==> src/rtl/muldiv_divider.sv <==
// muldiv_divider: iterative RV64M integer divider (DIV, DIVU, REM, REMU).
// Computes one quotient bit per cycle with a restoring algorithm. Divide by
// zero and signed overflow skip the iteration and go straight to writeback.
// The result goes directly to the register-bank write port.
//
// Ports:
//   clk, rst_n       clock (rising edge), asynchronous active-low reset
//   start            request, sampled only in IDLE
//   op               00 DIV, 01 DIVU, 10 REM, 11 REMU
//   dividend/divisor rs1/rs2 values, captured on accept
//   rd               destination register, captured on accept
//   flush            abort; returns to IDLE on the next edge
//   busy             high while not IDLE (core stall)
//   wen/wa/wd        register-bank write port; wen pulses for one cycle
//
// Optional feature (macro DIV_EARLY_OUT_EN): when |dividend| < |divisor| and
// divisor != 0, skip the iteration. The quotient is 0 and the remainder is
// the dividend.
module muldiv_divider #(
  parameter int WIDTH = 64,
  parameter int DEPTH = 32,
  localparam int AW = $clog2(DEPTH),
  localparam int CW = $clog2(WIDTH + 1)
) (
  input  logic             clk,
  input  logic             rst_n,
  input  logic             start,
  input  logic [1:0]       op,
  input  logic [WIDTH-1:0] dividend,
  input  logic [WIDTH-1:0] divisor,
  input  logic [AW-1:0]    rd,
  input  logic             flush,
  output logic             busy,
  output logic             wen,
  output logic [AW-1:0]    wa,
  output logic [WIDTH-1:0] wd
);

  typedef enum logic [1:0] {IDLE, CALC, WB} state_t;

  state_t           state;
  logic [CW-1:0]    cnt;
  logic [WIDTH-1:0] quo;
  logic [WIDTH-1:0] rem;
  logic [WIDTH-1:0] dvs;
  logic [AW-1:0]    rd_q;
  logic             is_rem;
  logic             neg_res;
  logic             wen_q;

  logic             a_neg;
  logic             b_neg;
  logic [WIDTH-1:0] mag_a;
  logic [WIDTH-1:0] mag_b;
  logic             div_zero;
  logic             ovf;
  logic             early_out;
  logic             special;
  logic [WIDTH-1:0] special_res;

  logic [WIDTH:0]   shifted;
  logic [WIDTH:0]   diff;
  logic             fits;
  logic [WIDTH-1:0] rem_nxt;
  logic [WIDTH-1:0] quo_nxt;
  logic [WIDTH-1:0] res_mag;
  logic [WIDTH-1:0] res_final;

  // Accept-time decode. The magnitudes work for the most negative value as
  // well: its negation keeps the same bit pattern, which is the correct
  // unsigned magnitude.
  always_comb begin
    a_neg       = ~op[0] & dividend[WIDTH-1];
    b_neg       = ~op[0] & divisor[WIDTH-1];
    mag_a       = a_neg ? -dividend : dividend;
    mag_b       = b_neg ? -divisor : divisor;
    div_zero    = (divisor == '0);
    ovf         = ~op[0] & (dividend == {1'b1, {(WIDTH-1){1'b0}}}) & (divisor == '1);
`ifdef DIV_EARLY_OUT_EN
    early_out   = (mag_a < mag_b) & ~div_zero;
`else
    early_out   = 1'b0;
`endif
    special     = div_zero | ovf | early_out;
    special_res = '0;
    if (div_zero)
      special_res = op[1] ? dividend : '1;
    else if (ovf)
      special_res = op[1] ? '0 : dividend;
    else if (early_out)
      special_res = op[1] ? dividend : '0;
  end

  // One restoring step. The partial remainder is always below the divisor,
  // so WIDTH+1 bits hold the shifted value and the sign of the trial
  // subtraction.
  always_comb begin
    shifted   = {rem, quo[WIDTH-1]};
    diff      = shifted - {1'b0, dvs};
    fits      = ~diff[WIDTH];
    rem_nxt   = fits ? diff[WIDTH-1:0] : shifted[WIDTH-1:0];
    quo_nxt   = {quo[WIDTH-2:0], fits};
    res_mag   = is_rem ? rem_nxt : quo_nxt;
    res_final = neg_res ? -res_mag : res_mag;
  end

  // Control FSM and datapath registers. flush overrides every state.
  always_ff @(posedge clk or negedge rst_n) begin
    if (!rst_n) begin
      state   <= IDLE;
      cnt     <= '0;
      quo     <= '0;
      rem     <= '0;
      dvs     <= '0;
      rd_q    <= '0;
      is_rem  <= 1'b0;
      neg_res <= 1'b0;
      wen_q   <= 1'b0;
      wa      <= '0;
      wd      <= '0;
    end else if (flush) begin
      state <= IDLE;
      cnt   <= '0;
      wen_q <= 1'b0;
    end else begin
      case (state)
        IDLE: begin
          wen_q <= 1'b0;
          if (start) begin
            rd_q    <= rd;
            is_rem  <= op[1];
            neg_res <= op[1] ? a_neg : (a_neg ^ b_neg);
            if (special) begin
              state <= WB;
              wen_q <= (rd != '0);
              wa    <= rd;
              wd    <= special_res;
            end else begin
              state <= CALC;
              cnt   <= CW'(WIDTH);
              quo   <= mag_a;
              rem   <= '0;
              dvs   <= mag_b;
            end
          end
        end
        CALC: begin
          quo <= quo_nxt;
          rem <= rem_nxt;
          cnt <= cnt - CW'(1);
          if (cnt == CW'(1)) begin
            state <= WB;
            wen_q <= (rd_q != '0);
            wa    <= rd_q;
            wd    <= res_final;
          end
        end
        WB: begin
          state <= IDLE;
          wen_q <= 1'b0;
        end
        default: begin
          state <= IDLE;
          wen_q <= 1'b0;
        end
      endcase
    end
  end

  assign busy = (state != IDLE);
  // A flush during WB must block the write in that same cycle.
  assign wen  = wen_q & ~flush;

endmodule

==> config.mk <==
export PLATFORM = sky130hd
export DESIGN_NAME = muldiv_divider
export DESIGN_NICKNAME = d
export VERILOG_FILES = /design/src/rtl/muldiv_divider.sv
export SDC_FILE = /design/constraint.sdc
export NUM_CORES = 1
export LEC_CHECK = 0
export BUFFER_PORTS_ARGS = -buffer_cell sky130_fd_sc_hd__buf_4
export CAP_MARGIN = 20
export CORE_MARGIN = 2
export CORE_UTILIZATION = 35
export DETAILED_ROUTE_END_ITERATION = 8
export GPL_TIMING_DRIVEN = 0
export PLACE_DENSITY = 0.55
export SETUP_SLACK_MARGIN = 0.3
export SLEW_MARGIN = 20
export SYNTH_ARGS = -nofsm -noshare
export SYNTH_HDL_FRONTEND = slang
export SYNTH_SLANG_ARGS = --single-unit
==> constraint.sdc <==
create_clock -name clk -period 5.7 [get_ports clk]
set_input_delay 0 -clock clk [delete_from_list [all_inputs] [get_ports clk]]
set_output_delay 0 -clock clk [all_outputs]
set_load 0.01 [all_outputs]
; Word-level counts from Yosys, hierarchy flattened
; Index checks and enable logic that the tools add are counted.
[word_totals]
regBits = 278
output_inout_bits = 71
[classes]
n_reduce_logical = 13
n_mux = 38
addsub = 5
n_bitwise = 11
eq_ne = 11
[op_table]
columns = cell, count
row1 = two-way mux 64 bit, 16
row2 = case mux 64 bit (2 select lines), 3
row3 = negation 64 bit, 3
row4 = == test 64 bit (second input constant), 2
row5 = subtractor 65 x 64 -> 65 bit, 1
row6 = logical NOT 64 bit, 1
row7 = two-way mux 7 bit, 3
row8 = two-way mux 5 bit, 3
row9 = case mux 7 bit (2 select lines), 1
row10 = case mux 5 bit (2 select lines), 1
row11 = nonzero test 5 bit, 2
row12 = != test 3 bit (second input constant), 3
row13 = two-way mux 2 bit, 4
row14 = != test 2 bit (second input constant), 4
row15 = AND reduction 4 bit, 2
row16 = == test 7 x 1 -> 1 bit (second input constant), 1
row17 = subtractor 7 x 1 -> 7 bit (second input constant), 1
row18 = AND reduction 3 bit, 2
row19 = bitwise AND 1 bit, 5
row20 = two-way mux 1 bit, 5
row21 = AND reduction 5 bit, 1
row22 = NOT 1 bit, 4
row23 = case mux 2 bit (2 select lines), 1
row24 = nonzero test 2 bit, 2
row25 = other kinds (7), 7

; Logic depth before layout (Yosys ltp)
[depth]
word_depth = 8
ltp_mapped = 22
mapped_depth_nobuf = 19

; Worst setup path after synthesis
; No wires, ideal clock.
[synth_path]
path_type = register to register
start = reg quo[63]
end = reg wd[57]
synth_period_minus_slack_ns = 4.951
stages_incl_launch_ff = 21
arrival_time_ns = 4.822
required_ns = 5.570
setup_slack_ns = 0.749
path_cell_list = dfrtp_1 inv_1 ha_1 fa_1 nand2b_1 a21oi_1 o21ai_1 o31ai_2 a31oi_1 nor3_2 buf_2 clkbuf_1 o22ai_1 o31a_1 or4_4 nor4_4 nand2b_2 or3_4 o31ai_2 xor2_1 o21ai_1
[synth_between]
elab_chain_cells = 7
[synth_lines]
columns = item, line
row1 = start: declaration, 43  ; logic [WIDTH-1:0] quo;
row2 = start signal: assignment, 141  ; quo <= mag_a;
row3 = start signal: assignment, 148  ; quo <= quo_nxt;
row4 = subtractor 65 x 64 -> 65 bit, 99  ; diff = shifted - {1'b0, dvs};
row5 = two-way mux 64 bit or NOT 1 bit (tied branches), "101, 100"
row6 = two-way mux 64 bit *, 103  ; res_mag = is_rem ? rem_nxt : quo_nxt;
row7 = negation 64 bit, 104  ; res_final = neg_res ? -res_mag : res_mag;
row8 = two-way mux 64 bit *, 104
row9 = two-way mux 64 bit *, 151  ; if (cnt == CW'(1)) begin
row10 = case mux 64 bit (2 select lines) *, 126  ; case (state)
row11 = end signal: assignment, 137  ; wd <= special_res;
row12 = end signal: assignment, 155  ; wd <= res_final;
row13 = end: declaration, 36  ; output logic [WIDTH-1:0] wd
; Every way passes the cells marked *; elsewhere a longest branch is shown, timed or not. The select of a mux whose other input is x is not followed.
; A chain may end at the register's enable or synchronous reset.

; Worst setup path after layout
[layout_path]
start = reg quo[63]
end = reg wd[61]
; The elaborated chain is that of the path after synthesis.

==> metrics.txt <==
status completed; Final Skew approximately 23 ps; full die area a little under 0.07 mm2; hpwl dp 83570 um; initial antenna violation count 1; CP Cell Sequence inv_1 -> ha_2 -> fa_2 -> nand2b_4 -> a21oi_4 -> o21ai_4 -> o31ai_4 -> a31oi_4 -> nor3_4 -> buf_6 -> buf_4 -> nor2_4 -> buf_4 -> buf_4 -> o221a_2 -> or3_1 -> buf_4 -> nor4_4 -> nand2b_4 -> buf_4 -> o41ai_4 -> xor2_2 -> o221ai_1 -> o21a_1; clock-pin slew on the worst setup and hold paths roughly 60 ps; synth cell count leaders nand2_1, a21oi_1, o21ai_0, nor2_1, dfrtp_1; H-tree levels 2; Seq pwr share 30.3%; Clock Tree Buf Depth 3; Seq/Total Area, Yosys a little under a third; fraction of layout cells with a size suffix above 1 between 10% and 20%; Layout area overhead 30.80%; gr ovfl total 0; delay-heaviest family, CP compound AO/OA/AOI/OAI gates; FFs w/ async S/R, synth 100.0%; syn nets ~3300; Layout Utilization 46.43%; Worst Tran Pin Value roughly 1200 ps; Non-Filler Instances around 4400; Max VDD drop approximately 0.00018 V; port buffer count a little over 200; Placed Cells approximately 4100; cts bufs inserted 36; vias in the first global route between 20000 and 30000; hold_ws 1.241 ps; gr usage total around 31%; PnR worst setup slack ~330 ps; GP Congestion roughly 0.96; worst slack, placed -1375 ps; Clk Latency, worst-skew pair between 500 and 600 ps; crit path kind register to register; final WL ~110000 um; register area about 0.0070 mm2; power share of the clock group a little over a quarter; routed via count around 26000; Worst Setup End Kind register; drt wl/cell between 20 and 25 um; top-area cell type share of the netlist area between 30% and 40%; Die H around 260 um; endpoints failing setup 0; Slew headroom about a fifth; Remaining DRCs 0; switching share of total power between 40% and 50%; Ports between 200 and 250; vias per inst roughly 5.9; RSZ-0062 raised after global routing true; Initial DRC Count 2399; top cells by area, synth dfrtp_1, a21oi_1, o21ai_0, nand2_1, nor2_1; # rows just over 90; first-pass GRT wire length 156400 um; leading area contributor after synthesis dfrtp_1; largest net degree at the start of global routing 76; CTS tree built; Mapped Area around 0.023 mm2; fin crit period roughly 5400 ps; final worst-path cycle share a little over nine tenths; Worst Path Buf+Inv 7; starting density of the core 35.49%; Layout Nets around 3700; CP max stage cell dfrtp_2; DR pass1 iterations 5; Placeable Area about 0.065 mm2; FF+latch count, synth around 280; CP max FO 8; warnings from Yosys 0; Worst path max stage delay 400 ps; Fill cells about 6700; clk sinks between 200 and 300; P per Cell Area 299.2 mW/mm2; cell mode on critical path buf_4; Root Driver clkbuf_16; library cells used by synthesis 96; worst path arrival time around 5800 ps; Post-DRT Antenna Nets 0; max_cap viols 0; worst hold path class primary input to asynchronous set/reset pin; Startpoint Class register; chip width between 200 and 300 um; most frequent cell after synthesis nand2_1; Comb power frac 43.3%; Syn Inst Count about 3100; Slew Limit Fails 0; LEAKAGE around 13 nW; Fin. Hold Viols 0; required time worst endpoint between 6000 and 7000 ps; Post-synth EDFFs 0; NetSw approximately 0.0038 W; P_int ~0.0052 W; commonest register cell after synthesis dfrtp_1; multi-input logic area roughly 0.016 mm2; average footprint of a synthesized cell approximately 7.5 um2; Fmax achieved roughly 0.19 GHz
[registers in the layout, indices dropped and copies added (netlist names)]
register	flops
dvs	64
wen_q	1
cnt	7
wd	64
wa	5
is_rem	1
neg_res	1
state	2
quo	64
rd_q	5
rem	64
[layout by cell type, fill, tap and decap left out, types with 20 or more instances in the layout]
cell type        n
inv_1          103
nor4_1          37
clkbuf_1       130
o31ai_1         41
dfrtp_1        271
nand2_1        373
a211oi_1        35
or3_1           32
xor2_1         121
mux2i_1         39
a21oi_1        346
clkbuf_2        33
o21a_1          20
nand2b_1        23
nand3_1         37
ha_1            62
dlygate4sd3_1  156
nor2b_1         22
clkbuf_16       37
nor3_1          74
nor2_1         303
buf_4          274
a21o_1          50
xnor2_1         96
nand4_1         70
o21ai_0        294
[metrics by stage]
step	instance area, um2	total power (W)	setup TNS [ps]
after floorplan	22960	0.004697	0
after global placement	25560	0.006170	-48370
final	30040	0.008988	0
after global routing	30030	0.009436	0
after detailed placement	25670	0.006196	-50570
after CTS	29290	0.008852	0
[final timing paths]
check / start / to / slack, ps / depth (start not counted)
min in group clk: dividend[20] / wd[20]$_DFFE_PN0P_ / 30 / 4
worst min-delay path: rst_n / wd[5]$_DFFE_PN0P_ / 1 / 2
worst max-delay path: quo[63]$_DFFE_PN0P_ / wd[61]$_DFFE_PN0P_ / 330 / 24
worst min register to register: dvs[51]$_DFFE_PN0P_ / dvs[51]$_DFFE_PN0P_ / 480 / 2
worst max register to register: quo[63]$_DFFE_PN0P_ / wd[61]$_DFFE_PN0P_ / 330 / 24
max in group asynchronous: rst_n / dvs[63]$_DFFE_PN0P_ / 4510 / 4
[power by group through the flow]
| stage | combinational (W) | sequential, W | clock (W) |
|---|---|---|---|
| after floorplan | 0.00199 | 0.00271 | 0 |
| after global placement | 0.00341 | 0.00276 | 0 |
| after detailed placement | 0.00344 | 0.00275 | 0 |
| after CTS | 0.00374 | 0.00272 | 0.00239 |
| after global routing | 0.00419 | 0.00277 | 0.00248 |
| final | 0.00389 | 0.00273 | 0.00237 |
[metal layers]
| layer | global-route usage, % | routed length [um] | share of wire, % | vias up |
|---|---|---|---|---|
| li1 | - | - | - | 11955 |
| met1 | 40.78 | 44930 | 42 | 12757 |
| met2 | 49.20 | 49200 | 46 | 978 |
| met3 | 4.795 | 7571 | 7.1 | 184 |
| met4 | 13.65 | 4979 | 4.7 | 0 |
| met5 | 0 | 0 | 0 | - |
[logic make-up (layout without fill, tap and decap cells)]
logic type | after synthesis | count (layout) | synth area share (%)
mux | 54 | 54 | 2.414
xor+xnor | 222 | 222 | 8.467
simple gates | 1102 | 1102 | 22.77
other cells | 0 | 2 | 0
buf+inv | 294 | 794 | 5.062
fa+ha+maj | 71 | 71 | 3.901
compound gates | 1032 | 1032 | 27.09
flops | 278 | 278 | 30.29
[layout make-up]
cell class | instances | share of cell area (%)
multi-input combinational | 2481 | 52.60
sequential | 278 | 23.19
timing repair buffer | 434 | 12.47
tap | 855 | 3.562
clock buffer | 49 | 3.432
buffer | 190 | 2.878
inverter | 104 | 1.300
clock inverter | 17 | 0.5499
antenna | 2 | 0.01666
[repair_timing]
item                                    CTS  global route
buffers inserted                         35            36
hold endpoints to repair                418             0
resized for setup                       136           131
endpoints found under the setup margin   96           133
hold buffers                            156             0
pin swaps                                35            51
Power figures use the tool's default switching activity.
